===== src/rtl/lru_cache_ctrl.sv =====
// rtl/lru_cache_ctrl.sv - key/tag front end driving the LRU replacement queue handshake
module lru_cache_ctrl #(
  parameter int IDX_WIDTH  = 3,
  parameter int DATA_WIDTH = 8,
  parameter int KEY_WIDTH  = 16,
  parameter int CMD_WIDTH  = 2,
  parameter int TIMEOUT    = 15
) (
  input  logic                  clock,
  input  logic                  reset,
  input  logic                  req_valid,
  output logic                  req_ready,
  input  logic                  req_op,
  input  logic [KEY_WIDTH-1:0]  req_key,
  input  logic [DATA_WIDTH-1:0] req_value,
  output logic                  resp_valid,
  output logic                  resp_hit,
  output logic [IDX_WIDTH-1:0]  resp_idx,
  output logic [DATA_WIDTH-1:0] resp_value,
  output logic                  resp_evict_valid,
  output logic [KEY_WIDTH-1:0]  resp_evict_key,
  output logic [DATA_WIDTH-1:0] resp_evict_value,
  output logic                  error,
  output logic [CMD_WIDTH:0]    q_command,
  output logic                  q_enable,
  input  logic                  q_ready,
  input  logic                  q_crashed,
  output logic [IDX_WIDTH-1:0]  q_idx,
  output logic [DATA_WIDTH-1:0] q_data,
  input  logic [IDX_WIDTH-1:0]  q_idx_out,
  input  logic [DATA_WIDTH-1:0] q_data_out
);
  localparam int NSLOTS = 1 << IDX_WIDTH;
  localparam int WD_W   = $clog2(TIMEOUT + 2);
  localparam logic [CMD_WIDTH:0] CMD_NOP    = (CMD_WIDTH+1)'(0);
  localparam logic [CMD_WIDTH:0] CMD_ENLIST = (CMD_WIDTH+1)'(1);
  localparam logic [CMD_WIDTH:0] CMD_BACK   = (CMD_WIDTH+1)'(2);
  localparam logic [CMD_WIDTH:0] CMD_READ   = (CMD_WIDTH+1)'(3);

  typedef enum logic [2:0] {IDLE, MATCH, Q_ISSUE, Q_WAIT, Q_RELEASE, RESPOND, ERR} state_t;
  state_t state, state_nxt;

  logic                  op_r;
  logic [KEY_WIDTH-1:0]  key_r;
  logic [DATA_WIDTH-1:0] value_r;
  logic [KEY_WIDTH-1:0]  tag [NSLOTS];
  logic [NSLOTS-1:0]     valid;
  logic [CMD_WIDTH:0]    cmd_r;
  logic                  hit_r;
  logic [IDX_WIDTH-1:0]  hit_idx_r;
  logic [DATA_WIDTH-1:0] hit_val_r;
  logic                  ev_valid_r;
  logic [KEY_WIDTH-1:0]  ev_key_r;
  logic [DATA_WIDTH-1:0] ev_val_r;
  logic [WD_W-1:0]       wd_cnt;
  logic                  match_found;
  logic [IDX_WIDTH-1:0]  match_idx;
  logic                  wd_expired;

  // Scan downwards so the lowest matching slot is the one left standing.
  always_comb begin
    match_found = 1'b0;
    match_idx   = '0;
    for (int i = NSLOTS - 1; i >= 0; i--) begin
      if (valid[i] && tag[i] == key_r) begin
        match_found = 1'b1;
        match_idx   = IDX_WIDTH'(i);
      end
    end
  end

  assign wd_expired = (wd_cnt == WD_W'(TIMEOUT));

  always_comb begin
    state_nxt = state;
    case (state)
      IDLE:      if (req_valid) state_nxt = MATCH;
      MATCH:     state_nxt = (!match_found && !op_r) ? RESPOND : Q_ISSUE;
      Q_ISSUE:   state_nxt = Q_WAIT;
      Q_WAIT:    if (q_ready) state_nxt = Q_RELEASE;
                 else if (wd_expired) state_nxt = ERR;
      Q_RELEASE: if (!q_ready) state_nxt = (cmd_r == CMD_READ) ? Q_ISSUE : RESPOND;
                 else if (wd_expired) state_nxt = ERR;
      RESPOND:   state_nxt = IDLE;
      ERR:       state_nxt = ERR;
      default:   state_nxt = ERR;
    endcase
    if (q_crashed) state_nxt = ERR;
  end

  always_ff @(posedge clock or posedge reset) begin
    if (reset) state <= IDLE;
    else       state <= state_nxt;
  end

  assign req_ready  = (state == IDLE);
  assign resp_valid = (state == RESPOND);
  assign error      = (state == ERR);
  assign q_enable   = (state == Q_ISSUE) || (state == Q_WAIT);
  assign q_command  = q_enable ? cmd_r : CMD_NOP;

  always_ff @(posedge clock or posedge reset) begin
    if (reset) begin
      op_r <= 1'b0; key_r <= '0; value_r <= '0; valid <= '0; cmd_r <= CMD_NOP;
      for (int i = 0; i < NSLOTS; i++) tag[i] <= '0;
      hit_r <= 1'b0; hit_idx_r <= '0; hit_val_r <= '0;
      ev_valid_r <= 1'b0; ev_key_r <= '0; ev_val_r <= '0;
      q_idx <= '0; q_data <= '0; wd_cnt <= '0;
      resp_hit <= 1'b0; resp_idx <= '0; resp_value <= '0;
      resp_evict_valid <= 1'b0; resp_evict_key <= '0; resp_evict_value <= '0;
    end else begin
      if ((state_nxt == Q_WAIT && state != Q_WAIT) || (state_nxt == Q_RELEASE && state != Q_RELEASE))
        wd_cnt <= '0;
      else if (state == Q_WAIT || state == Q_RELEASE)
        wd_cnt <= wd_cnt + 1'b1;

      case (state)
        IDLE: if (req_valid) begin
          op_r <= req_op; key_r <= req_key; value_r <= req_value;
        end
        MATCH: begin
          hit_r <= match_found; hit_idx_r <= match_found ? match_idx : '0; hit_val_r <= '0;
          ev_valid_r <= 1'b0; ev_key_r <= '0; ev_val_r <= '0;
          if (match_found) begin
            cmd_r <= CMD_READ; q_idx <= match_idx; q_data <= '0;
          end else if (op_r) begin
            cmd_r <= CMD_ENLIST; q_idx <= '0; q_data <= value_r;
          end else begin
            resp_hit <= 1'b0; resp_idx <= '0; resp_value <= '0;
            resp_evict_valid <= 1'b0; resp_evict_key <= '0; resp_evict_value <= '0;
          end
        end
        Q_WAIT: if (q_ready) begin
          if (cmd_r == CMD_READ) hit_val_r <= q_data_out;
          if (cmd_r == CMD_ENLIST) begin
            hit_idx_r       <= q_idx_out;
            ev_valid_r      <= valid[q_idx_out];
            ev_key_r        <= tag[q_idx_out];
            ev_val_r        <= q_data_out;
            tag[q_idx_out]  <= key_r;
            valid[q_idx_out] <= 1'b1;
          end
        end
        // After READDATA completes the same slot is sent to the back of the queue.
        Q_RELEASE: if (!q_ready) begin
          if (cmd_r == CMD_READ) cmd_r <= CMD_BACK;
          else begin
            resp_hit <= hit_r; resp_idx <= hit_idx_r; resp_value <= hit_val_r;
            resp_evict_valid <= ev_valid_r; resp_evict_key <= ev_key_r; resp_evict_value <= ev_val_r;
          end
        end
        default: ;
      endcase
    end
  end
endmodule


===== config.mk =====
export PLATFORM = sky130hd
export DESIGN_NAME = lru_cache_ctrl
export DESIGN_NICKNAME = d
export VERILOG_FILES = /design/src/rtl/lru_cache_ctrl.sv
export SDC_FILE = /design/constraint.sdc
export NUM_CORES = 1
export LEC_CHECK = 0
export BUFFER_PORTS_ARGS = -buffer_cell sky130_fd_sc_hd__buf_2
export CAP_MARGIN = 20
export CORE_MARGIN = 1.5
export CORE_UTILIZATION = 57
export CTS_BUF_LIST = sky130_fd_sc_hd__clkbuf_8
export CTS_CLUSTER_DIAMETER = 200
export DETAILED_ROUTE_END_ITERATION = 8
export HOLD_SLACK_MARGIN = 0.08
export PLACE_DENSITY = 0.79
export SKIP_LAST_GASP = 1
export SYNTH_ARGS = -nofsm -noshare
export SYNTH_HDL_FRONTEND = slang
export SYNTH_SLANG_ARGS = --single-unit
export TNS_END_PERCENT = 50

===== constraint.sdc =====
create_clock -name clock -period 9.8 [get_ports clock]
set_input_delay 2.45 -clock clock [delete_from_list [all_inputs] [get_ports clock]]
set_output_delay 2.45 -clock clock [all_outputs]
set_load 0.01 [all_outputs]

# Word-level counts from Yosys, hierarchy flattened

Index checks and enable logic that the tools add are counted.

Bits in registers: 257
Output and inout bits: 55

Add/sub/neg operators: 1
Order comparisons: 4
Eq/ne operators: 30
Mux-type cells: 88
Bitwise logic cells: 2
Reduce and logical (&&, ||, !) cells: 30

Operator list:

| operator                                            | count |
|---|---|
| 2-to-1 mux 16 bit                                   | 9 |
| bitwise mux 128 bit                                 | 1 |
| equality test 16 bit                                | 8 |
| 2-to-1 mux 8 bit                                    | 12 |
| 2-to-1 mux 3 bit                                    | 29 |
| case mux 16 bit (2 select lines)                    | 2 |
| case mux 8 bit (2 select lines)                     | 4 |
| binary-select mux 16 bit (select 3 bit)             | 1 |
| demux 16 bit (select 3 bit)                         | 1 |
| 2-to-1 mux 1 bit                                    | 18 |
| case mux 3 bit (2 select lines)                     | 3 |
| case mux 3 bit (6 select lines)                     | 1 |
| logical AND 1 bit                                   | 13 |
| equality test 3 x 2 -> 1 bit, second input constant | 4 |
| equality test 3 bit, second input constant          | 4 |
| 2-to-1 mux 5 bit                                    | 2 |
| != test 2 bit, second input constant                | 5 |
| AND reduction 3 bit                                 | 3 |
| bitwise OR 8 bit                                    | 1 |
| nonzero test 2 bit                                  | 4 |
| equality test 3 x 1 -> 1 bit, second input constant | 2 |
| != test 2 x 1 -> 1 bit, second input constant       | 3 |
| != test 3 bit, second input constant                | 2 |
| case mux 1 bit (2 select lines)                     | 3 |
| other kinds (16)                                    | 20 |

# Longest topological paths before layout

Gate-level depths: netlist of the first run.

Depth in word-level cells: 19
Depth in mapped cells: 10
Depth with buffers taken out: 10

# Worst setup path before layout of the first run

No wires, ideal clock.

Kind: input port to flip-flop
Start point: in q_idx_out[0]
End point: reg tag[100] in the netlist's numbering
Setup time: 0.125 ns
Data arrival time: 4.364 ns
Slack: 5.311 ns
Cell stages on the path: 6
Path buffers: 3
Cells stage by stage: clkbuf_1 -> nor3b_1 -> nor2b_1 -> clkbuf_1 -> buf_2 -> mux2_2

Cells in the longest elaborated chain, start to end: 6
Elaborated cells on any way between the ends: 7

RTL lines:

| what                                                                                                                  | RTL line | RTL |
|---|---|---|
| start, declared                                                                                                       | 30       | `input logic [IDX_WIDTH-1:0] q_idx_out,` |
| inverter 3 -> 4 bit (implied by the code) (*)                                                                         | 140      | `tag[q_idx_out] <= key_r;` |
| greater-or-equal comparator 4 bit (implied by the code) / less-than comparator 4 x 1 -> 1 bit (equally long branches) | 140      |  |
| logical AND 1 bit (implied by the code)                                                                               | 140      |  |
| 2-to-1 mux 16 bit (implied by the code)                                                                               | 140      |  |
| demux 16 bit (select 3 bit) (*)                                                                                       | 140      |  |
| bitwise mux 128 bit (*)                                                                                               | 140      |  |
| end signal, assigned by index                                                                                         | 140      |  |
| end, declared                                                                                                         | 46       | `logic [KEY_WIDTH-1:0] tag [NSLOTS];` |

Mark *: on every way between the ends. The rest lies on a longest branch, timed or not.
A chain may end at the register's enable or synchronous reset.

# Worst setup path after layout of the first run

Start point: reg state[1]
End point: out q_command[1]

Cells in the longest elaborated chain, start to end: 3
Elaborated cells on any way between the ends: 4

RTL lines:

| what                         | RTL line | RTL |
|---|---|---|
| start, declared              | 41       | `state_t state, state_nxt;` |
| start signal, assigned       | 93       | `else state <= state_nxt;` |
| equality test 3 x 2 -> 1 bit | 99       | `assign q_enable = (state == Q_ISSUE) \|\| (state == Q_WAIT);` |
| logical OR 1 bit (*)         | 99       |  |
| 2-to-1 mux 3 bit (*)         | 100      | `assign q_command = q_enable ? cmd_r : CMD_NOP;` |
| end, declared                | 24       | `output logic [CMD_WIDTH:0] q_command,` |

Marks and branches as above.

==> flow_summary_export.csv, run 1 <==
group,metric,value,unit
route,ant_nets,0,
global_route,grt_pass1_vias,9860,
synth,synth.yosys.seq_area_share,50.0,%
synth,synthesis.area,12800,sq um
timing,final-setup-viol-count,0,
route,drtIter0Drc,1070,
die,start_util,58.3,%
pwr,powerDensity,143,nW/um^2
layout,antennaDiodeCount,0,
critical_path,crit_required,7.35,ns
critical_path,cp_data_arrival_time,1.85,ns
timing,hold_violations,0,
placed_design,port_buffers,94,
synth,synthFlopType,"dfrtp_1",
timing,slew_viol_final,0,
route,first_pass_iters,9,
critical_path,path_max_fanout,9,
die,die_height,153,um
timing,finClkSkew,0.0305,ns
synth,syn_nets,1181,
die,die_width,153,um
cts,cts_root_buf,"clkbuf_8",
synth,ys_warn_count,0,
placed_design,hpwl,23200,um
route,drt_wl_total,34300,um
cts,insertion_delay,0.56,ns
cts,cts_resized,0,
cts,cts_tree,"done",
timing,grt_setup_unrepaired,"false",
route,drc_errors,13,
outcome,outcome,"finished, violations left",
critical_path,end_kind,"output port",
global_route,grt_pass1_wl,54800,um
timing,worst_pin_slew,0.993,ns
critical_path,worstSetupPathType,"flop to output port",
cts,post_cts_buffers,0,
min_path,min_path_type,"flop to flop",
die,coreArea,22000,sq um
cts,htreeDepth,2,
layout,area.growth.synth_to_final,11.9,%
cts,cts_sinks,256,
layout,drive_gt1_share,30.4,%
synth,avgSynthCellArea,11.3,sq um
critical_path,crit_slowest_cell,"dfrtp_1",
pwr,vdd_drop_max,123,uV
flow_run,cap_violations,0,
global_route,antenna_found_initial,0,
timing,max_freq,0.232,GHz
timing,relSlewSlack,33.4,%
cts,cts-buffers-inserted,43,
critical_path,path_cells,"inv_1, nor2_1, and2_1, buf_2",
cts,cts.clk_slew.worst_paths,0.06,ns
layout,finalNetCount,1248,
timing,fin_setup_tns,0,ns
synth,synth_edf_count,0,
synth,yosys_register_bits,256,
layout,fillers,1654,
layout,layout_commonest_cell,"dfrtp_1",
route,viasPerCell,6.46,
synth,yosysUniqueCellTypes,59,
die,ios,96,
placed_design,pre_cts_ws,5.36,ns
timing,min_period,4.30,ns
route,vias,9788,
timing,setup_slack,5.50,ns
global_route,grt_overflow_total,0,
synth,synthArstFlopShare,100,%
global_route,grt_start_max_net_pins,109,
die,dieArea,23400,sq um
timing,min_period_over_period,43.9,%
cts,holdBufCountCts,0,
pwr,fin_total_pwr,2.05,mW
critical_path,max_stage_delay,0.51,ns
route,wire_per_inst,22.7,um
critical_path,critPathLaunchType,"flop",
outcome,violations,"design-rule violations",
placed_design,gp_congestion,0.967,
layout,layout_common_cells,"256 x dfrtp_1, 153 x mux2_2, 119 x xnor2_1",
cts,clockBufferDepth,3,
pwr,p_leak,6.66,nW
synth,netlist_instances,1138,
global_route,grt_usage,30.0,%
die,row_count,54,
-- path summary, 6_finish.rpt --
path | startpoint | to | slack, ns | depth (start not counted)
min | hit_val_r[4] | hit_val_r[4] | 0.48 | 2
max reg2reg | key_r[8] | q_idx[1] | 6.26 | 7
max | state[1] | q_command[1] | 5.50 | 4
min reg2reg | hit_val_r[4] | hit_val_r[4] | 0.48 | 2
min in group asynchronous | reset | resp_evict_value[4] | 2.02 | 2
max in group asynchronous | reset | key_r[12] | 6.42 | 3
-- power by group --
group          total [mW]  internal, mW  switching (mW)  leakage, nW
clock               0.941         0.511           0.430        0.492
sequential           1.06          1.06        0.000554         3.33
combinational      0.0472        0.0114          0.0358         2.83
total                2.05          1.58           0.467         6.66
-- cells by family after synthesis --
logic type,synth area share [%]
AOI/OAI and AO/OA,13.3
DFF,50.0
xor gates and xnor gates,8.96
buffers and inverters,3.65
and+or+nand+nor,10.3
muxes,13.5
other,0.0293
adders and majority gates,0.195
-- area by class of cell --
type / instances / area (sq um) / share of cell area [%]
sequential: 256 / 6410 / 44.7
multi-input combinational: 780 / 5980 / 41.8
clock buffer: 56 / 771 / 5.38
timing repair buffer: 119 / 706 / 4.93
tap: 280 / 350 / 2.45
clock inverter: 19 / 85.1 / 0.594
inverter: 5 / 26.3 / 0.183
-- per-stage QoR --
stage               hold slack [ns]  std cells  cell area, sq um  util, %
floorplan                     0.450       1138             12800        -
global placement              0.465       1437             13400     61.0
detailed placement            0.470       1438             13400     61.1
CTS                           0.485       1513             14300     65.0
global route                  0.510       1515             14300     65.2
finish                        0.483       1515             14300     65.2
-- registers in the layout (all words and copies together), names as in the netlist, 5 cells and up --
signal / count
resp_value: 8
key_r: 16
tag: 128
resp_evict_key: 16
resp_evict_value: 8
value_r: 8
hit_val_r: 8
wd_cnt: 5
ev_val_r: 8
q_data: 8
valid: 8
ev_key_r: 16
-- critical path: cells and delay by family, from the launching register on --
| family | cells | cell delay (ns) |
|---|---|---|
| buf+inv | 2 | 0.29 |
| flops | 1 | 0.51 |
| simple gates | 2 | 0.51 |
-- cell usage after synthesis (7+ instances only) --
master | count | area, sq um
a21oi_1 | 9 | 45.0
a221oi_1 | 17 | 149
a22o_1 | 25 | 219
a22oi_1 | 72 | 541
a31o_2 | 17 | 149
a31oi_1 | 18 | 113
and2_1 | 8 | 50.1
buf_2 | 35 | 175
clkbuf_1 | 45 | 169
dfrtp_1 | 256 | 6410
mux2_2 | 153 | 1720
nand2_1 | 87 | 327
nand3_1 | 25 | 125
nand4_1 | 41 | 257
nor2_1 | 19 | 71.3
nor2b_1 | 9 | 56.3
o21ai_0 | 59 | 295
or2_2 | 10 | 62.6
or4_1 | 7 | 52.6
xnor2_1 | 119 | 1040
xor2_1 | 12 | 105
-- metal layers --
metal | vias up | global-route usage (%) | share of wire, %
li1 | 4283 | - | -
met1 | 4882 | 40.9 | 42
met2 | 517 | 46.4 | 46
met3 | 106 | 6.92 | 8.9
met4 | 0 | 12.7 | 3.8
met5 | - | 0 | 0
No activity file was read; power rests on OpenSTA's default activity.
==> inputs of run 2 (changes only) <==
- ABC_AREA: not set -> 1
- CORE_UTILIZATION: 57 -> 60
- PLACE_DENSITY: 0.79 -> 0.8
- clock period: 9.8 -> 4.2 ns (I/O delays scaled with it)
==> flow_summary_export.csv, run 2 <==
group,metric,value,unit
critical_path,cp_data_arrival_time,3.64,ns
critical_path,crit_required,4.70,ns
timing,hold_violations,0,
route,drc_errors,0,
cts,cts.clk_slew.worst_paths,0.07,ns
layout,antennaDiodeCount,0,
layout,finalNetCount,1688,
route,wire_per_inst,18.1,um
critical_path,crit_path_frequent_cell,"nand2_1",
synth,synth_top_area_cell,"dfrtp_1",
global_route,grt_usage,32.7,%
global_route,grt_pass1_vias,10700,
timing,final-setup-viol-count,0,
route,drt_wl_total,35300,um
cts,cts_tree,"done",
min_path,hold_depth,2,
layout,drive_gt1_share,13.0,%
outcome,outcome,"completed",
cts,post_cts_buffers,0,
synth,synth.yosys.seq_area_share,50.5,%
synth,synth_common_cells,"489 x nand2_1, 256 x dfrtp_1, 178 x o21ai_0",
cts,htreeDepth,2,
placed_design,gp_congestion,0.938,
cts,cts_resized,0,
critical_path,r2r-end,"resp_evict_key[5]",
flow_run,cap_violations,0,
die,dieArea,22000,sq um
route,first_pass_iters,6,
synth,avgSynthCellArea,8.07,sq um
min_path,min-delay-start,"valid[4]",
critical_path,r2r-start,"key_r[0]",
synth,yosysUniqueCellTypes,42,
layout,layout_common_cells,"488 x nand2_1, 256 x dfrtp_1, 178 x o21ai_0",
placed_design,port_buffers,94,
critical_path,worstSetupPathType,"flop to flop",
cts,cts-buffers-inserted,43,
cts,insertion_delay,0.57,ns
global_route,grt_start_max_net_pins,161,
die,die_width,148,um
synth,synth_top_area_share,50.5,%
timing,min_period,3.14,ns
layout,final_core_util,67.9,%
die,coreArea,20900,sq um
global_route,antenna_found_initial,0,
critical_path,rrSetupSlack,1.06,ns
route,vias,11300,
cts,clockBufferDepth,3,
critical_path,crit_buf_inv,1,
placed_design,hpwl,23300,um
critical_path,critPathLaunchType,"flop",
min_path,min_path_type,"flop to flop",
die,row_count,53,
timing,max_freq,0.318,GHz
cts,cts_sinks,256,
critical_path,path_max_fanout,38,
critical_path,end_kind,"flop",
cts,cts_root_buf,"clkbuf_8",
pwr,powerDensity,363,nW/um^2
layout,largest_register_ffs,128,
synth,synthTopCellsByArea,"dfrtp_1 51%, nand2_1 14%, o21ai_0 7.0%, inv_1 3.7%, nor2_1 3.2%",
critical_path,critPathTopFamily,"simple AND/OR/NAND/NOR gates",
global_route,grt_overflow_total,0,
synth,ys_warn_count,0,
critical_path,max_stage_delay,0.51,ns
die,die_height,148,um
synth,yosys_register_bits,256,
synth,synth_edf_count,0,
synth,yosysMostFrequentCell,"nand2_1",
synth,netlist_instances,1572,
synth,synthArstFlopShare,100,%
critical_path,path_cells,"inv_1, nand2_1, nand2_1, nor2_1, nand2_1, nor2_1, nand3_1, nand2_2, nor2_4, nand3_2, nand2_4, nand2_4, nor2_8, nand3_1, nand2_1",
synth,syn_nets,1615,
min_path,min_to,"valid[4]",
cts,holdBufCountCts,0,
route,drtIter0Drc,1294,
route,viasPerCell,5.81,
timing,min_period_over_period,74.8,%
timing,finalHoldWorstSlack,0.477,ns
die,ios,96,
synth,synthFlopType,"dfrtp_1",
layout,layout_commonest_cell,"nand2_1",
die,start_util,60.7,%
pwr,vdd_drop_max,262,uV
route,ant_nets,0,
timing,grt_setup_unrepaired,"false",
timing,worst_pin_slew,0.989,ns
critical_path,crit_slowest_cell,"inv_1",
timing,slew_viol_final,0,
synth,synthesis.area,12700,sq um
layout,fillers,1690,
global_route,grt_pass1_wl,56300,um
timing,finClkSkew,0.0233,ns
pwr,p_leak,7.06,nW
layout,largest_register,"tag",
layout,area.growth.synth_to_final,11.8,%
timing,relSlewSlack,33.6,%
critical_path,worstRegToRegCells,15,
[run 2: cell types whose count changed after synthesis, sizes merged, moves of 28 or more]
cell / previous run / this run
nor2: 19 / 111
nand3: 25 / 63
o21ai: 65 / 215
a22oi: 72 / 15
nand4: 41 / 13
xnor2: 119 / 39
nand2: 87 / 495
mux2: 153 / 1
inv: 5 / 131
a21oi: 9 / 42
[run 2: layout make-up]
cell class	count	area (sq um)	area share (%)
clock buffer	53	729	5.14
clock inverter	20	196	1.39
inverter	131	495	3.49
multi-input combinational	1094	5330	37.6
sequential	256	6410	45.2
tap	275	344	2.43
timing repair buffer	119	683	4.82
[run 2: through the flow]
stage | power (mW) | setup WS (ns) | instances | setup TNS [ns] | area (sq um)
finish | 5.15 | 1.06 | 1948 | 0 | 14200
global route | 5.31 | 0.728 | 1948 | 0 | 14200
CTS | 5.16 | 1.07 | 1948 | 0 | 14200
detailed placement | 2.80 | 1.04 | 1875 | 0 | 13300
global placement | 2.79 | 1.09 | 1875 | 0 | 13300
floorplan | 2.71 | -0.222 | 1572 | -56.74 | 12700
[run 2: worst min-delay path, cell delays in order, from the launching register on]
cell and delay, ns:
dfrtp_1 0.32, inv_1 0.06, nand2_1 0.06
[run 2: cell families after synthesis]
| group | synth area share, % |
|---|---|
| and+or+nand+nor | 23.1 |
| AOI/OAI and AO/OA | 15.3 |
| DFF | 50.5 |
| buffers and inverters | 7.70 |
| xor gates and xnor gates | 2.97 |
| adders and majority gates | 0.197 |
| muxes | 0.168 |
| other | 0.0296 |
[run 2: metal layers]
metal,vias up,wire [um],share of wire (%),GRT usage [%]
met3,105,3270,9.3,7.15
li1,5253,-,-,-
met5,-,0,0,0
met2,596,16300,46,51.3
met1,5371,14600,41,44.8
met4,0,1120,3.2,12.3
[run 2: worst max path at each step]
| stage | startpoint | to | slack (ns) | depth (start not counted) |
|---|---|---|---|---|
| 2_1_floorplan | reset | cmd_r[0] | -0.22 | 1 |
| 3_3_place_gp | q_idx_out[2] | ev_key_r[4] | 1.09 | 8 |
| 3_5_place_dp | q_idx_out[2] | ev_key_r[4] | 1.04 | 8 |
| 4_1_cts | key_r[0] | resp_evict_key[5] | 1.07 | 14 |
| 5_1_grt | key_r[0] | resp_evict_valid | 0.73 | 15 |
| 6_report | key_r[0] | resp_evict_key[5] | 1.06 | 15 |
[run 2: where the power goes]
group	internal, mW	total, mW	leakage (nW)	switching (mW)
clock network	1.38	2.39	0.502	1.01
logic	0.0681	0.206	3.22	0.138
registers	2.51	2.55	3.34	0.0431
==> inputs of run 3 (changes only) <==
- CORE_UTILIZATION: 60 -> 57
- PLACE_DENSITY: 0.8 -> 0.79
- clock period: 4.2 -> 2.8 ns (I/O delays scaled with it)
==> flow_summary_export.csv, run 3 (same netlist as run 2, synthesis figures left out) <==
group,metric,value,unit
outcome,outcome,"completed",
layout,layout_common_cells,"488 x nand2_1, 255 x dfrtp_1, 178 x o21ai_0",
cts,cts-buffers-inserted,43,
critical_path,crit_cells,14,
die,die_width,152,um
critical_path,r2r-start,"key_r[9]",
cts,clockBufferDepth,3,
critical_path,rrSetupSlack,0.23,ns
timing,worst_pin_slew,0.964,ns
global_route,grt_overflow_total,0,
critical_path,path_cells,"clkinvlp_4, buf_4, or2_2, nand4_1, nor2_1, nand3_2, nand2_2, nor2_4, nand3_2, nand2_4, nand2_4, buf_4, o21ai_0, nand2_1",
cts,htreeDepth,2,
pwr,fin_total_pwr,7.89,mW
pwr,power.switching,1.82,mW
route,viasPerCell,5.77,
route,ant_nets,0,
cts,cts_sinks,256,
cts,cts_tree,"done",
layout,final_core_util,66.6,%
pwr,pwr-share-comb,4.2,%
timing,slew_viol_final,0,
timing,finalHoldWorstSlack,0.173,ns
pwr,p_leak,7.24,nW
critical_path,worstRegToRegCells,14,
critical_path,crit_required,3.24,ns
die,start_util,58.1,%
critical_path,critPathCapture,"resp_value[7]",
timing,grt_setup_unrepaired,"false",
layout,fin_cells,1990,
timing,relSlewSlack,35.3,%
layout,antennaDiodeCount,0,
route,first_pass_iters,6,
pwr,clockPowerShare,47.3,%
pwr,powerDensity,543,nW/um^2
timing,min_period_over_period,91.7,%
critical_path,critPathLaunchType,"flop",
critical_path,end_kind,"flop",
critical_path,crit_buf_inv,3,
global_route,antenna_found_initial,2,
layout,multi_input_area,5330,sq um
cts,cts.clk_slew.worst_paths,0.07,ns
route,vias,11500,
critical_path,max_stage_delay,0.46,ns
critical_path,r2r-end,"resp_value[7]",
global_route,grt_usage,31.8,%
cts,cts_root_buf,"clkbuf_8",
critical_path,path_max_fanout,15,
die,ios,96,
layout,seqCellArea,6410,sq um
layout,drive_gt1_share,15.1,%
route,drt_wl_total,37100,um
pwr,vdd_drop_max,309,uV
flow_run,cap_violations,0,
placed_design,dp_cells,1908,
critical_path,worstSetupPathType,"flop to flop",
layout,fillers,1855,
layout,largest_register_ffs,128,
critical_path,critPathTopFamily,"simple AND/OR/NAND/NOR gates",
route,wire_per_inst,18.7,um
die,coreArea,21800,sq um
placed_design,hpwl,25200,um
layout,finalInstanceArea,14500,sq um
global_route,grt_pass1_vias,10800,
cts,holdBufCountCts,0,
global_route,grt_start_max_net_pins,87,
route,drc_errors,0,
placed_design,placed_area,13500,sq um
timing,final-setup-viol-count,0,
pwr,swShare,23.0,%
layout,layout_commonest_cell,"nand2_1",
critical_path,crit_slowest_cell,"dfrtp_1",
pwr,p_seq_share,48.5,%
die,row_count,54,
cts,insertion_delay,0.56,ns
die,dieArea,23200,sq um
timing,max_freq,0.389,GHz
layout,largest_register,"tag",
timing,finClkSkew,0.0315,ns
route,drtIter0Drc,1231,
timing,min_period,2.57,ns
layout,finalNetCount,1724,
critical_path,cp_data_arrival_time,3.01,ns
timing,hold_violations,0,
placed_design,port_buffers,94,
pwr,p_int,6.07,mW
critical_path,startpoint,"key_r[9]",
die,die_height,152,um
placed_design,gp_congestion,1.01,
global_route,grt_pass1_wl,58100,um
layout,area.growth.synth_to_final,14.6,%
min_path,min_path_type,"input port to async pin",
## run 3: worst register-to-register path, cell delays in order (launching register included)
cell        delay, ns
dfrtp_1          0.46
clkinvlp_4       0.19
buf_4            0.19
or2_2            0.27
nand4_1          0.08
nor2_1           0.06
nand3_2          0.09
nand2_2          0.08
nor2_4           0.11
nand3_2          0.11
nand2_4          0.19
nand2_4          0.15
buf_4            0.22
o21ai_0          0.20
nand2_1          0.08
## run 3: per-stage QoR
step | setup WS [ns] | setup TNS (ns)
2_1_floorplan | -1.27 | -325.54
3_3_place_gp | 0.196 | 0
3_5_place_dp | 0.128 | 0
4_1_cts | 0.114 | 0
5_1_grt | 0.0193 | 0
6_report | 0.232 | 0
## run 3: worst min-delay path by stage
stage          startpoint           end  slack, ns
4_1_cts             reset   ev_key_r[9]       0.17
5_1_grt             reset   ev_key_r[8]       0.19
6_report            reset  ev_key_r[13]       0.17
2_1_floorplan    valid[6]      valid[6]       0.43
3_5_place_dp     valid[1]      valid[1]       0.47
3_3_place_gp     valid[4]      valid[4]       0.46
## run 3: per-layer routing
layer	GRT usage, %	up-vias	wire (um)
li1	-	5343	-
met1	41.8	5406	14800
met2	50.7	585	17200
met3	7.37	143	3520
met4	14.0	4	1650
met5	0	-	27
## run 3: layout make-up
class | instances | share of cell area, %
clock buffers | 54 | 5.11
flip-flops and latches | 256 | 44.1
clock inverters | 20 | 1.52
repair inverters | 1 | 0.0344
well taps | 280 | 2.41
repair buffers | 153 | 6.70
inverters | 131 | 3.46
multi-input cells | 1095 | 36.7
## run 3: what timing repair did
item | CTS | global route
gates resized for setup | 0 | 3
buffers inserted | 0 | 6
setup endpoints to repair | 0 | 42
## run 3: power groups by stage
stage | clock (mW) | sequential, mW | combinational [mW]
floorplan | 0 | 3.87 | 0.193
global placement | 0 | 3.89 | 0.323
detailed placement | 0 | 3.89 | 0.330
CTS | 3.78 | 3.82 | 0.331
global route | 3.94 | 3.83 | 0.370
finish | 3.73 | 3.82 | 0.332
